**src/rtl/frame_tx_arbiter.sv**
```systemverilog
// frame_tx_arbiter
//   Round-robin arbiter that shares one UART TX byte stream between NUM_SRC
//   response handlers and serialises one whole frame at a time:
//     AA 55 CMD LEN_H LEN_L payload[LEN] CHK
//   CHK is the 8-bit wrapping sum of CMD, LEN_H, LEN_L and every payload byte.
//
// Ports
//   clk, rst_n  : clock, asynchronous active-low reset
//   src_req     : per-source frame request, held until src_done/src_err
//   src_cmd     : per-source CMD byte   (source i at [i*8 +: 8])
//   src_len     : per-source LEN        (source i at [i*16 +: 16])
//   src_data    : per-source payload byte, src_valid its qualifier
//   src_ready   : payload byte accepted (granted source only, combinational)
//   src_done    : one-cycle pulse after the CHK byte has transferred
//   src_err     : one-cycle pulse when a request with LEN > MAX_PAYLOAD_LEN is rejected
//   tx_data/tx_valid/tx_ready : byte handshake towards the UART transmitter
//   busy        : high from grant until the return to IDLE
//   grant_id    : index of the granted source, holds when idle
module frame_tx_arbiter #(
  parameter int NUM_SRC         = 4,
  parameter int MAX_PAYLOAD_LEN = 256,
  parameter int ID_W            = 2
) (
  input  logic                  clk,
  input  logic                  rst_n,
  input  logic [NUM_SRC-1:0]    src_req,
  input  logic [NUM_SRC*8-1:0]  src_cmd,
  input  logic [NUM_SRC*16-1:0] src_len,
  input  logic [NUM_SRC*8-1:0]  src_data,
  input  logic [NUM_SRC-1:0]    src_valid,
  output logic [NUM_SRC-1:0]    src_ready,
  output logic [NUM_SRC-1:0]    src_done,
  output logic [NUM_SRC-1:0]    src_err,
  output logic [7:0]            tx_data,
  output logic                  tx_valid,
  input  logic                  tx_ready,
  output logic                  busy,
  output logic [ID_W-1:0]       grant_id
);

  typedef enum logic [3:0] {
    S_IDLE, S_HDR0, S_HDR1, S_CMD, S_LENH, S_LENL, S_PAYLOAD, S_CSUM, S_DONE
  } state_e;

  localparam logic [16:0] MAX_LEN = 17'(MAX_PAYLOAD_LEN);

  state_e               state_q;
  logic [ID_W-1:0]      grant_q;
  logic [ID_W-1:0]      ptr_q;
  logic [7:0]           cmd_q;
  logic [15:0]          len_q;
  logic [15:0]          rem_q;
  logic [7:0]           csum_q;
  logic [7:0]           tx_data_q;
  logic                 tx_valid_q;
  logic                 busy_q;
  logic [NUM_SRC-1:0]   src_done_q;
  logic [NUM_SRC-1:0]   src_err_q;

  logic                 arb_found;
  logic [ID_W-1:0]      arb_idx;
  logic [NUM_SRC-1:0]   arb_onehot;
  logic [7:0]           win_cmd;
  logic [15:0]          win_len;
  logic [NUM_SRC-1:0]   gnt_onehot;
  logic [7:0]           sel_data;
  logic                 sel_valid;
  logic                 ready_ok;
  logic                 accept;
  logic                 xfer;

  function automatic logic [ID_W-1:0] next_ptr(input logic [ID_W-1:0] g);
    return (g == ID_W'(NUM_SRC - 1)) ? '0 : g + ID_W'(1);
  endfunction

  // Round-robin scan in two passes: indices at/above the pointer first,
  // then the wrapped-around indices below it.
  always_comb begin
    arb_found  = 1'b0;
    arb_idx    = '0;
    for (int unsigned i = 0; i < NUM_SRC; i++) begin
      if (!arb_found && src_req[i] && (ID_W'(i) >= ptr_q)) begin
        arb_found = 1'b1;
        arb_idx   = ID_W'(i);
      end
    end
    for (int unsigned i = 0; i < NUM_SRC; i++) begin
      if (!arb_found && src_req[i] && (ID_W'(i) < ptr_q)) begin
        arb_found = 1'b1;
        arb_idx   = ID_W'(i);
      end
    end

    win_cmd    = '0;
    win_len    = '0;
    arb_onehot = '0;
    sel_data   = '0;
    sel_valid  = 1'b0;
    gnt_onehot = '0;
    for (int unsigned i = 0; i < NUM_SRC; i++) begin
      if (arb_idx == ID_W'(i)) begin
        win_cmd       = src_cmd[i*8 +: 8];
        win_len       = src_len[i*16 +: 16];
        arb_onehot[i] = 1'b1;
      end
      if (grant_q == ID_W'(i)) begin
        sel_data      = src_data[i*8 +: 8];
        sel_valid     = src_valid[i];
        gnt_onehot[i] = 1'b1;
      end
    end
  end

  assign xfer      = tx_valid_q && tx_ready;
  assign ready_ok  = (state_q == S_PAYLOAD) && (rem_q != '0) && (!tx_valid_q || tx_ready);
  assign accept    = ready_ok && sel_valid;
  assign src_ready = ready_ok ? gnt_onehot : '0;

  always_ff @(posedge clk or negedge rst_n) begin
    if (!rst_n) begin
      state_q    <= S_IDLE;
      grant_q    <= '0;
      ptr_q      <= '0;
      cmd_q      <= '0;
      len_q      <= '0;
      rem_q      <= '0;
      csum_q     <= '0;
      tx_data_q  <= '0;
      tx_valid_q <= 1'b0;
      busy_q     <= 1'b0;
      src_done_q <= '0;
      src_err_q  <= '0;
    end else begin
      src_done_q <= '0;
      src_err_q  <= '0;
      unique case (state_q)
        S_IDLE: begin
          // While an error pulse is out the rejected source still holds its
          // request for this cycle; skipping arbitration avoids a second reject.
          if (arb_found && (src_err_q == '0)) begin
            grant_q <= arb_idx;
            cmd_q   <= win_cmd;
            len_q   <= win_len;
            csum_q  <= '0;
            if ({1'b0, win_len} > MAX_LEN) begin
              src_err_q <= arb_onehot;
              ptr_q     <= next_ptr(arb_idx);
            end else begin
              busy_q     <= 1'b1;
              tx_valid_q <= 1'b1;
              tx_data_q  <= 8'hAA;
              state_q    <= S_HDR0;
            end
          end
        end
        S_HDR0: if (xfer) begin
          tx_data_q <= 8'h55;
          state_q   <= S_HDR1;
        end
        S_HDR1: if (xfer) begin
          tx_data_q <= cmd_q;
          state_q   <= S_CMD;
        end
        S_CMD: if (xfer) begin
          csum_q    <= csum_q + cmd_q;
          tx_data_q <= len_q[15:8];
          state_q   <= S_LENH;
        end
        S_LENH: if (xfer) begin
          csum_q    <= csum_q + len_q[15:8];
          tx_data_q <= len_q[7:0];
          state_q   <= S_LENL;
        end
        S_LENL: if (xfer) begin
          csum_q <= csum_q + len_q[7:0];
          if (len_q == '0) begin
            tx_data_q <= csum_q + len_q[7:0];
            state_q   <= S_CSUM;
          end else begin
            tx_valid_q <= 1'b0;
            rem_q      <= len_q;
            state_q    <= S_PAYLOAD;
          end
        end
        S_PAYLOAD: begin
          if (accept) begin
            tx_data_q  <= sel_data;
            tx_valid_q <= 1'b1;
            csum_q     <= csum_q + sel_data;
            rem_q      <= rem_q - 16'd1;
          end else if (xfer) begin
            // Last payload byte leaves: the checksum is already complete.
            if (rem_q == '0) begin
              tx_data_q <= csum_q;
              state_q   <= S_CSUM;
            end else begin
              tx_valid_q <= 1'b0;
            end
          end
        end
        S_CSUM: if (xfer) begin
          tx_valid_q <= 1'b0;
          src_done_q <= gnt_onehot;
          state_q    <= S_DONE;
        end
        S_DONE: begin
          busy_q  <= 1'b0;
          ptr_q   <= next_ptr(grant_q);
          state_q <= S_IDLE;
        end
        default: state_q <= S_IDLE;
      endcase
    end
  end

  assign tx_data  = tx_data_q;
  assign tx_valid = tx_valid_q;
  assign busy     = busy_q;
  assign grant_id = grant_q;
  assign src_done = src_done_q;
  assign src_err  = src_err_q;

endmodule

```
**config.mk**
```make
export PLATFORM = sky130hd
export DESIGN_NAME = frame_tx_arbiter
export DESIGN_NICKNAME = d
export VERILOG_FILES = /design/src/rtl/frame_tx_arbiter.sv
export SDC_FILE = /design/constraint.sdc
export NUM_CORES = 1
export LEC_CHECK = 0
export ABC_AREA = 1
export BUFFER_PORTS_ARGS = -buffer_cell sky130_fd_sc_hd__buf_2
export CORE_AREA = 2 2 128 130
export CTS_CLUSTER_DIAMETER = 120
export DETAILED_ROUTE_END_ITERATION = 6
export DIE_AREA = 0 0 130 132
export PLACE_DENSITY = 0.72
export SYNTH_ARGS = -nofsm -noshare
export SYNTH_HDL_FRONTEND = slang
export SYNTH_SLANG_ARGS = --single-unit
```
**constraint.sdc**
```tcl
create_clock -name clk -period 8.01 [get_ports clk]
set_clock_uncertainty 0.2 [all_clocks]
set_input_delay 1.2015 -clock clk [delete_from_list [all_inputs] [get_ports clk]]
set_output_delay 1.2015 -clock clk [all_outputs]
set_load 0.05 [all_outputs]
```
==> flow_summary.toml, run 1 <==
[yosys]
synth.area.mux_share_pct = 0
syn_nets = 1097
yosysSeqAreaShare_pct = 30.1
syn-mean-instance-area_sq_um = 6.59
async_flop_share_pct = 100
yosys.area_share.xor_xnor_pct = 0.712
synth_edf_count = 0
synthAdderAreaFrac_pct = 5.33
synth_compound_area_share_pct = 20.5
yosysUniqueCellTypes = 45
synth_top_family_by_area = "simple AND/OR/NAND/NOR gates"
synthCells = 933
synth_area_sq_mm = 0.00615
synth_warnings = 0
synthSimpleGateAreaFrac_pct = 33.6
synthFlopType = "dfrtp_1"
ys_ff_latch = 74

[clock_network]
clk_pin_slew_ns = 0.06
cts_inserted_buffers = 9
cts_root_buf = "clkbuf_16"
cts_sinks = 74
cts_resized = 0
cts_hold_buf = 0
clk_latency_ns = 0.35
postCtsSetupBuffers = 0
cts_tree = "done"
cts-htree-levels = 3
cts_max_path_buffers = 2

[grt]
grt_max_degree = 75
grt_overflow = 0
grt_pass1_vias = 6209
grt.total_usage_pct = 23.0
antenna_found_initial = 0
grt_pass1_wl_mm = 31.3

[worst_hold_path]
hold_path_depth = 2
hold_end = "tx_data[5]$_DFFE_PN0P_"
hold_start = "tx_data[5]$_DFFE_PN0P_"
hold_class = "flip-flop to flip-flop"

[critical_path]
cp_num_cells = 22
r2r.worst_path.cells = 22
cp_top_family = "simple AND/OR/NAND/NOR gates"
crit_buf_inv = 2
cp-start-kind = "input port"
r2r_setup_slack_ns = 3.77
crit_type = "input port to flip-flop"
cp_cell_sequence = "buf_2, nand3_1, nand2_1, nor2_1, nand2_1, nor2_1, nand2_1, nand2_1, ha_1, inv_2, nor2_1, nor2_1, a21boi_0, nand2_1, nor2_1, nand2_1, nand2_1, nand3_1, nand2_2, nand2_2, nand2_1, o21ai_0"
required_ns = 8.04
critPathMaxFanout = 25
crit_arrival_ns = 4.80
crit_top_cell = "nand2_1"
end_kind = "flip-flop"
critPathLaunch = "src_req[0]"
reg2reg_to = "state_q[1]$_DFFE_PN0P_"
reg2reg_from = "ptr_q[1]$_DFFE_PN0P_"
slowest_stage = "ha_1"
crit_path_max_incr_delay_ns = 0.76

[timing]
timing.final.crit_share_pct = 59.6
layout_min_cycle_time_ns = 4.77
finalSetupViolCount = 0
hold_violations = 0
slew_headroom_pct = 35.1
setup_tns_ns = 0
fin_ws_ns = 3.24
slew_viol_final = 0
worstMarginPinSlew_ns = 0.973
rsz0062_at_grt = "false"
clock.fmax_ghz = 0.210

[finish]
fin_util_pct = 46.8
antenna_cells = 0
final_common_cell = "nand2_1"
finalNetCount = 1235
design_area_sq_mm = 0.00736
final_cell_mix = "nand2_1 (263), buf_2 (161), o21ai_0 (93)"
seqCellArea_sq_mm = 0.00185
areaGrowthSynthToFinish_pct = 19.6
layout-drive-gt1-share_pct = 20.3
fillers = 1640
multi_input_area_sq_mm = 0.00370

[floorplanning]
initial_core_util_pct = 39.1
chipWidth_um = 130
rows = 46
num_io_pins = 163
core_sq_mm = 0.0157
die-height_um = 132
die-area_sq_mm = 0.0172

[placement]
dpl.hpwl_mm = 15.5
io_buffers = 162
gp_congestion = 0.985
place_ws_ns = 2.91
place_area_sq_mm = 0.00703

[power]
p_leak_nw = 3.86
p_total_mw = 3.00
p_per_area_mw_per_mm2 = 407
peakVddDrop_mv = 0.163

[drt]
vias_per_cell = 5.19
post_drt_wl_per_cell_um = 14.9
vias = 6697
wl_mm = 19.3
ant_nets = 0
drt_iter0_drc = 470
drc = 0
drt-pass1-iter-count = 5

[outcome]
status = "finished, final reports clean"

[run]
drv_cap = 0
[sequential cells by signal, indices dropped and copies added, names as in the netlist]
register / flops
busy: 1
cmd_q: 8
csum_q: 8
grant_id: 2
len_q: 16
ptr_q: 2
rem_q: 16
src_done: 4
src_err: 4
state_q: 4
tx_data: 8
tx_valid: 1
[final cells by class]
class | instances | share of cell area (%)
Inverter | 102 | 5.29
Sequential cell | 74 | 25.2
Clock buffer | 11 | 3.44
Timing Repair Buffer | 163 | 11.2
Multi-Input combinational cell | 721 | 50.3
Clock inverter | 4 | 1.00
Tap cell | 216 | 3.67
[worst max path at each step]
stage                                         to  slack (ns)
after floorplan             tx_valid$_DFFE_PN0P_        4.30
after global routing      state_q[1]$_DFFE_PN0P_        2.69
after global placement    tx_data[5]$_DFFE_PN0P_        3.07
final                     state_q[1]$_DFFE_PN0P_        3.24
after CTS                 state_q[1]$_DFFE_PN0P_        3.28
after detailed placement  state_q[1]$_DFFE_PN0P_        2.91
[routing by layer]
metal	GRT usage [%]	part of all wire, %
met1	30.5	44
met2	37.1	46
met3	4.34	7.0
met4	8.30	2.7
met5	0	0
[tightest hold or removal path: stages, from the launching register on]
cell and delay, ns:
dfrtp_1 0.33, nand2_1 0.06, nand2_1 0.05
[report_power, final]
group	switching, mW	total, mW	internal (mW)	leakage, nW
registers	0.136	0.665	0.529	0.952
logic	1.29	1.89	0.591	2.74
clock network	0.158	0.447	0.288	0.162
total	1.59	3.00	1.41	3.86
[synthesized netlist by cell type (9+ instances only)]
cell | n | area, sq um
nand2_1 | 263 | 987
a21oi_1 | 50 | 250
ha_1 | 23 | 288
a221oi_1 | 9 | 78.8
o211ai_1 | 14 | 105
nand3_1 | 51 | 255
inv_1 | 90 | 338
buf_2 | 11 | 55.1
nor2_1 | 90 | 338
clkbuf_1 | 13 | 48.8
nor3_1 | 16 | 80.1
o21ai_0 | 93 | 465
or2_2 | 12 | 75.1
inv_2 | 9 | 33.8
nand4_1 | 19 | 119
a22oi_1 | 11 | 82.6
o21ai_1 | 10 | 50.1
dfrtp_1 | 74 | 1850
[kinds of logic after synthesis]
logic type / count (synthesis)
buffers and inverters: 138
AOI/OAI and AO/OA: 219
and+or+nand+nor: 472
xor gates and xnor gates: 5
adders and majority gates: 25
DFF: 74
[stage by stage]
stage,hold WS (ns),instances
after global routing,0.289,1291
after global placement,0.256,1276
final,0.267,1291
after floorplan,0.275,933
after CTS,0.271,1291
after detailed placement,0.258,1276
No activity file was read; power rests on OpenSTA's default activity.
==> inputs of run 2 (changes only) <==
- PLACE_DENSITY: 0.72 -> 0.75
- clock period: 8.01 -> 3.9 ns (I/O delays scaled with it)
==> flow_summary.toml, run 2 (synthesis gave the netlist of run 1 again) <==
[outcome]
status = "finished, final reports clean"

[critical_path]
crit_top_cell = "inv_1"
r2r_setup_slack_ns = 0.36
cp_cell_sequence = "inv_1, ha_1, inv_1, nor2_1, buf_4, a22oi_1, o21ai_0, o211ai_1, a22oi_1, ha_1, inv_1, fa_1, inv_1, nand3_1, nand2_1, nand2_1, inv_1, nor2_1, nor2_1, o21ai_0, nand3_1, nand2_1, nand2_1, o21ai_1"
cp_top_family = "adder cells"
cp-start-kind = "flip-flop"
r2r.worst_path.cells = 24
end_kind = "flip-flop"
reg2reg_to = "csum_q[6]$_DFFE_PN0P_"
slowest_stage = "dfrtp_1"
crit_type = "flip-flop to flip-flop"
crit_path_max_incr_delay_ns = 0.41
crit_arrival_ns = 3.57
critPathMaxFanout = 8
reg2reg_from = "grant_id[0]$_DFFE_PN0P_"
required_ns = 3.94
crit_buf_inv = 6

[grt]
grt_busiest_layer = "met2"
antenna_found_initial = 0
use_met1_pct = 32.2
grt_pass1_vias = 6344
grt.met3_usage_pct = 5.11
grt_overflow = 0
grt_pass1_wl_mm = 32.2
grt.total_usage_pct = 23.8
grt_max_degree = 40
use_met2_pct = 36.7

[finish]
finalNetCount = 1246
final_cell_mix = "nand2_1 (263), buf_2 (162), o21ai_0 (93)"
antenna_cells = 0
fin_cells = 1303
largestRegisters = "len_q: 16 flops, rem_q: 16 flops"
layout-drive-gt1-share_pct = 21.2
final_common_cell = "nand2_1"
areaGrowthSynthToFinish_pct = 21.3

[timing]
slew_headroom_pct = 37.0
rsz0062_at_grt = "false"
clock.fmax_ghz = 0.283
hold_violations = 0
setup_tns_ns = 0
worstMarginPinSlew_ns = 0.945
slew_viol_final = 0
timing.final.crit_share_pct = 90.6
layout_min_cycle_time_ns = 3.54
finalSetupViolCount = 0

[placement]
gp_congestion = 0.982
dp.cells = 1287
dpl.hpwl_mm = 15.9
io_buffers = 162

[power]
comb_power_share_pct = 63.8
p_int_mw = 2.92
swShare_pct = 53.5
p_leak_nw = 3.91
p_per_area_mw_per_mm2 = 841
peakVddDrop_mv = 0.395
p_total_mw = 6.27
switchingPower_mw = 3.35
clockPowerShare_pct = 14.4
seq_power_share_pct = 21.8

[clock_network]
clk_pin_slew_ns = 0.06
cts-htree-levels = 3
cts_tree = "done"
cts_max_path_buffers = 2
cts_sinks = 74
clk_latency_ns = 0.35
cts_inserted_buffers = 9
postCtsSetupBuffers = 0
cts_root_buf = "clkbuf_16"

[drt]
wl_mm = 20.1
vias_per_cell = 5.30
drc = 0
ant_nets = 0
vias = 6900
drt_iter0_drc = 557
post_drt_wl_per_cell_um = 15.4
drt-pass1-iter-count = 7

[floorplanning]
num_io_pins = 163
die-height_um = 132
chipWidth_um = 130
rows = 46
initial_core_util_pct = 39.1
core_sq_mm = 0.0157
die-area_sq_mm = 0.0172

[worst_hold_path]
hold_class = "input port to async pin"

[run]
drv_cap = 0
==> run 2: changes by cell type in the layout (fill, tap and decap cells not counted) <==
cell	change
clkbuf_8	-2
nand2_2	-1
clkinv_2	+1
nand2_4	+1
inv_6	-1
clkinv_4	+1
clkinvlp_4	+2
buf_12	+2
buf_2	+1
buf_4	+8
==> run 2: worst reg2reg max path, delay by kind of cell, from the launching register on <==
kind            cells  cell delay [ns]
compound gates      6             0.75
fa+ha+maj           3             0.81
buf+inv             6             0.59
flops               1             0.41
simple gates        9             0.66
==> run 2: stage by stage <==
step                setup WS (ns)  hold slack (ns)  cell area, sq um  utilization [%]
CTS                         0.408            0.205              7450             47.4
global placement            0.304            0.254              7130             45.4
global route              0.00700            0.263              7460             47.5
finish                      0.365            0.179              7460             47.5
detailed placement          0.159            0.260              7130             45.4
floorplan                   0.311           0.0894              6150                -
==> run 2: timing repair <==
action	CTS	global route
hold buffers	0	0
resized for setup	0	1
hold endpoints to repair	0	0
endpoints found under the setup margin	0	7
==> run 2: worst max path at each step <==
| stage | from | depth (start not counted) | slack [ns] | end |
|---|---|---|---|---|
| after floorplan | grant_id[1]$_DFFE_PN0P_ | 23 | 0.31 | csum_q[6]$_DFFE_PN0P_ |
| after global placement | src_req[0] | 23 | 0.30 | tx_data[0]$_DFFE_PN0P_ |
| after detailed placement | src_req[0] | 23 | 0.16 | state_q[0]$_DFFE_PN0P_ |
| after CTS | grant_id[0]$_DFFE_PN0P_ | 24 | 0.41 | csum_q[6]$_DFFE_PN0P_ |
| after global routing | grant_id[0]$_DFFE_PN0P_ | 25 | 0.007 | csum_q[6]$_DFFE_PN0P_ |
| final | grant_id[0]$_DFFE_PN0P_ | 24 | 0.36 | csum_q[6]$_DFFE_PN0P_ |
==> run 2: layout make-up <==
cell class	count	area, sq um
Inverter	102	389
Tap cell	216	270
Sequential cell	74	1850
Timing Repair Buffer	174	926
Clock inverter	7	93.8
Clock buffer	9	225
Fill cell	1620	8250
Multi-Input combinational cell	721	3700
==> run 2: power by group through the flow <==
stage          Sequential (mW)  Clock (mW)  Combinational [mW]
4_1_cts                   1.36       0.916                3.95
2_1_floorplan             1.52           0                2.82
5_1_grt                   1.40       0.947                4.51
3_3_place_gp              1.37           0                3.88
6_report                  1.37       0.901                4.00
3_5_place_dp              1.37           0                3.94
==> run 2: routing by layer <==
layer,up-vias,wire length (um)
met4,0,703
met5,-,0
met2,344,8990
li1,3405,-
met3,59,1750
met1,3092,8640
